**src/rtl/mux6_arb_pkg.sv**
```systemverilog
// mux6_arb_pkg: requester count, select width, idle select code, FSM state type and modulo-6 round-robin step
package mux6_arb_pkg;
  localparam int NUM_REQ = 6;
  localparam int SEL_W = 3;
  localparam logic [SEL_W-1:0] SEL_IDLE = 3'd7;
  typedef enum logic {ST_IDLE, ST_GRANT} arb_state_t;
  function automatic logic [SEL_W-1:0] next_rr(input logic [SEL_W-1:0] ptr);
    return (ptr >= 3'd5) ? 3'd0 : ptr + 3'd1;
  endfunction
endpackage

```
**src/rtl/rr_pick6.sv**
```systemverilog
// rr_pick6: combinational round-robin search; req[5:0], ptr[2:0] in; found, idx[2:0] out (first requester after ptr, idx=7 if none)
module rr_pick6 import mux6_arb_pkg::*; (
  input  logic [NUM_REQ-1:0] req,
  input  logic [SEL_W-1:0]   ptr,
  output logic               found,
  output logic [SEL_W-1:0]   idx
);
  logic [SEL_W-1:0] c;
  always_comb begin
    found = 1'b0;
    idx = SEL_IDLE;
    c = next_rr(ptr);
    for (int i = 0; i < NUM_REQ; i++) begin
      if (!found && req[c]) begin
        found = 1'b1;
        idx = c;
      end
      c = next_rr(c);
    end
  end
endmodule

```
**src/rtl/mux6_rr_arbiter.sv**
```systemverilog
// mux6_rr_arbiter: burst-granular round-robin arbiter over six req/req_last/data ports to one out_valid/out_ready/out_data sink, with ack, sel, busy; MUX6_ARB_BURST_LIMIT_EN caps a grant at MAX_BURST beats
module mux6_rr_arbiter import mux6_arb_pkg::*; #(
  parameter int DATA_W = 4,
  parameter int MAX_BURST = 4
) (
  input  logic               clk,
  input  logic               reset,
  input  logic [NUM_REQ-1:0] req,
  input  logic [NUM_REQ-1:0] req_last,
  input  logic [DATA_W-1:0]  data0,
  input  logic [DATA_W-1:0]  data1,
  input  logic [DATA_W-1:0]  data2,
  input  logic [DATA_W-1:0]  data3,
  input  logic [DATA_W-1:0]  data4,
  input  logic [DATA_W-1:0]  data5,
  output logic [NUM_REQ-1:0] ack,
  output logic               out_valid,
  input  logic               out_ready,
  output logic [DATA_W-1:0]  out_data,
  output logic [SEL_W-1:0]   sel,
  output logic               busy
);
  arb_state_t state;
  logic [SEL_W-1:0] ptr, idx;
  logic found, accept, done;
  logic [7:0] req_x, last_x;
  if (MAX_BURST < 1 || MAX_BURST > 15) begin : g_bad_burst
    $error("MAX_BURST out of range 1..15");
  end
  // widened so that indexing with the idle code 7 reads a zero
  assign req_x = {2'b00, req};
  assign last_x = {2'b00, req_last};
  rr_pick6 u_pick (.req(req), .ptr(ptr), .found(found), .idx(idx));
  assign busy = state == ST_GRANT;
  assign out_valid = busy && req_x[sel];
  assign accept = out_valid && out_ready;
  assign ack = accept ? (NUM_REQ'(1) << sel) : '0;
  assign out_data = sel == 3'd0 ? data0 :
                    sel == 3'd1 ? data1 :
                    sel == 3'd2 ? data2 :
                    sel == 3'd3 ? data3 :
                    sel == 3'd4 ? data4 :
                    sel == 3'd5 ? data5 : '0;
`ifdef MUX6_ARB_BURST_LIMIT_EN
  logic [3:0] beat_cnt;
  // the MAX_BURST-th beat of a grant ends it just like req_last
  assign done = last_x[sel] || beat_cnt == 4'(MAX_BURST - 1);
  always_ff @(posedge clk)
    if (reset || !busy) beat_cnt <= '0;
    else if (accept) beat_cnt <= done ? 4'd0 : beat_cnt + 4'd1;
`else
  assign done = last_x[sel];
`endif
  always_ff @(posedge clk)
    if (reset) begin
      state <= ST_IDLE;
      sel <= SEL_IDLE;
      ptr <= 3'd5;
    end else if (state == ST_IDLE) begin
      if (found) begin
        state <= ST_GRANT;
        sel <= idx;
      end
    end else if (!req_x[sel] || (accept && done)) begin
      state <= ST_IDLE;
      ptr <= sel;
      sel <= SEL_IDLE;
    end
endmodule

```
**config.mk**
```make
export PLATFORM = sky130hd
export DESIGN_NAME = mux6_rr_arbiter
export DESIGN_NICKNAME = d
export VERILOG_FILES = /design/src/rtl/mux6_arb_pkg.sv /design/src/rtl/rr_pick6.sv /design/src/rtl/mux6_rr_arbiter.sv
export SDC_FILE = /design/constraint.sdc
export NUM_CORES = 1
export LEC_CHECK = 0
export BUFFER_PORTS_ARGS = -buffer_cell sky130_fd_sc_hd__buf_2
export CAP_MARGIN = 20
export CORE_ASPECT_RATIO = 2
export CORE_MARGIN = 3
export CORE_UTILIZATION = 50
export DETAILED_ROUTE_END_ITERATION = 16
export PLACE_DENSITY = 0.77
export SETUP_SLACK_MARGIN = 0.3
export SYNTH_ARGS = -nofsm -noshare
export SYNTH_HDL_FRONTEND = slang
export SYNTH_SLANG_ARGS = --single-unit
export TNS_END_PERCENT = 10
```
**constraint.sdc**
```tcl
create_clock -name clk -period 11.45 [get_ports clk]
set_input_delay 2.29 -clock clk [delete_from_list [all_inputs] [get_ports clk]]
set_output_delay 2.29 -clock clk [all_outputs]
set_load 0.02 [all_outputs]
```
==> flow_summary.json <==
{
  "postRouteAntennaNets": 0,
  "layout_commonest_cell": "buf_2",
  "design.core.area_um2": 3724,
  "synth_seq_cells": 7,
  "dp_hpwl_mm": 5.220,
  "drv_slew": 0,
  "worst_clock_skew_ns": 0.001740,
  "fin_setup_tns_ns": 0,
  "grt_overflow": 0,
  "dr.first_iter.drc_count": 76,
  "relSlewSlack": 0.3456,
  "nFillCells": 376,
  "postSynthCellCount": 282,
  "wl_mm": 6.337,
  "synth_area_leaders": "dfxtp_1, mux2i_1, ha_1",
  "start_kind": "register",
  "clockBufferDepth": 2,
  "die_h_um": 94.98,
  "start_util": 0.5316,
  "dr_total_vias": 2441,
  "synth_top_area_share": 0.07080,
  "rsz0062_at_grt": "no",
  "first_global_vias": 2404,
  "status": "completed",
  "track_usage": 0.2764,
  "drv_cap": 0,
  "yosysSeqAreaShare": 0.07080,
  "syn_nets": 331,
  "ys_async_sr_fraction": 0,
  "htree_levels": 1,
  "hold_violations": 0,
  "clkTransAtPathRegs_ns": 0.04,
  "io_buffers": 53,
  "synth_top_area_cell": "dfxtp_1",
  "tightest_slew_ns": 0.9741,
  "ios": 54,
  "ys_warn_count": 0,
  "synth-edff-count": 0,
  "critical_path_required_ns": 11.56,
  "path_max_fanout": 13,
  "cp.arrival_ns": 6.63,
  "grt_max_degree": 19,
  "hold_path.class": "register to register",
  "cp-end-kind": "register",
  "preCtsSetupSlack_ns": 5.000,
  "via_per_inst": 6.458,
  "cts_buffers": 3,
  "drc": 0,
  "ys.flop_type": "dfxtp_1",
  "antenna_cells": 0,
  "die_area_um2": 4796,
  "first_pass_iters": 4,
  "grt_antenna_before_repair": 0,
  "synth.avg_cell_area_um2": 7.019,
  "worst-setup-path-type": "register to register",
  "die_x_um": 50.49,
  "nNetsFinal": 379,
  "grt_pass1_wl_mm": 10.29,
  "setup_ws_ns": 4.928,
  "rows": 31,
  "cts_root_buf": "clkbuf_8",
  "syn_to_final_growth_pct": 16.18,
  "ctsHoldBuffers": 0,
  "timing.final.crit_period_ns": 6.522,
  "timing.final.crit_share": 0.5696,
  "netlist_area_um2": 1979,
  "routedWlPerCell_um": 16.76,
  "cts_tree": "done",
  "insertion_delay_ns": 0.23,
  "synthDistinctLibCells": 65,
  "max_freq_ghz": 0.1533,
  "gp_congestion": 0.9723,
  "drive_gt1_frac": 0.2492,
  "post_cts_buffers": 0,
  "clock-sinks": 7,
  "final_cell_mix": "buf_2, nor2_1, inv_1",
  "finalSetupViolCount": 0,
  "post_cts_resized": 0
}
==> layer usage <==
metal	wire, um	share of wire	GRT usage	vias to the layer above
li1	-	-	-	1159
met1	2081	0.33	0.2488	1104
met2	3352	0.53	0.5251	134
met3	404	0.064	0.02686	44
met4	498	0.079	0.2360	0
met5	0	0	0	-
==> metrics by stage <==
step                  util  area [um^2]  hold slack, ns  instances
floorplan                -         1979          0.5460        282
global placement    0.6055         2255          0.5657        374
detailed placement  0.6055         2255          0.5895        374
CTS                 0.6176         2300          0.5975        378
global route        0.6176         2300          0.6790        378
finish              0.6176         2300          0.6086        378
==> logic make-up after synthesis <==
| kind of cell | after synthesis | share of synthesized area |
|---|---|---|
| and+or+nand+nor | 103 | 0.2649 |
| adders and majority gates | 10 | 0.06321 |
| buffers and inverters | 38 | 0.08091 |
| AOI/OAI and AO/OA | 103 | 0.3812 |
| muxes | 21 | 0.1391 |
| DFF | 7 | 0.07079 |
==> path summary, 6_finish.rpt <==
path	depth (start not counted)	endpoint	startpoint	slack, ns
setup reg to reg	27	sel[0]$_SDFFE_PP1P_	ptr[1]$_SDFFE_PP0P_	4.93
hold reg to reg	2	ptr[1]$_SDFFE_PP0P_	ptr[1]$_SDFFE_PP0P_	0.61
setup / recovery	27	sel[0]$_SDFFE_PP1P_	ptr[1]$_SDFFE_PP0P_	4.93
hold / removal	2	ptr[1]$_SDFFE_PP0P_	ptr[1]$_SDFFE_PP0P_	0.61
==> state kept, by name (all words and copies together), names as in the netlist <==
register  flops
busy          1
sel           3
ptr           3
==> area by class of cell <==
class | count | area [um^2] | share of cell area
multi-input cells | 237 | 1679 | 0.7301
repair buffers | 54 | 272.8 | 0.1186
flip-flops and latches | 7 | 140.1 | 0.06094
inverters | 27 | 101.3 | 0.04407
well taps | 49 | 61.31 | 0.02666
clock buffers | 4 | 45.04 | 0.01959
==> synth_stat cells (7+ instances only) <==
library cell and instances:
a21oi_1 17, dfxtp_1 7, ha_1 10, inv_1 25, mux2i_1 14, nand2_1 21
nand2b_1 7, nand3_1 9, nor2_1 31, nor2b_1 10, nor3_1 8, o21ai_0 15
o22ai_1 7
==> critical path, stage by stage (launching register included) <==
cell and delay, ns:
dfxtp_1 0.43, inv_1 0.07, ha_1 0.22, o21ai_1 0.22, nand2_1 0.18, inv_2 0.26
ha_1 0.20, and3b_1 0.20, o22ai_4 0.24, nand2b_1 0.23, inv_1 0.07, ha_1 0.22
nor4_1 0.53, mux2i_4 0.26, o21ai_0 0.47, inv_1 0.16, ha_1 0.41, o21ai_0 0.14
inv_1 0.07, ha_1 0.31, inv_1 0.08, a31oi_1 0.16, a22oi_1 0.13, a31oi_1 0.23
o31ai_2 0.15, o41a_1 0.40, or2_1 0.23, a2bb2oi_1 0.14
Power is left out: the tool's default activity adds up to more than one toggle a clock period on the data nets, which glitch-free logic cannot reach.
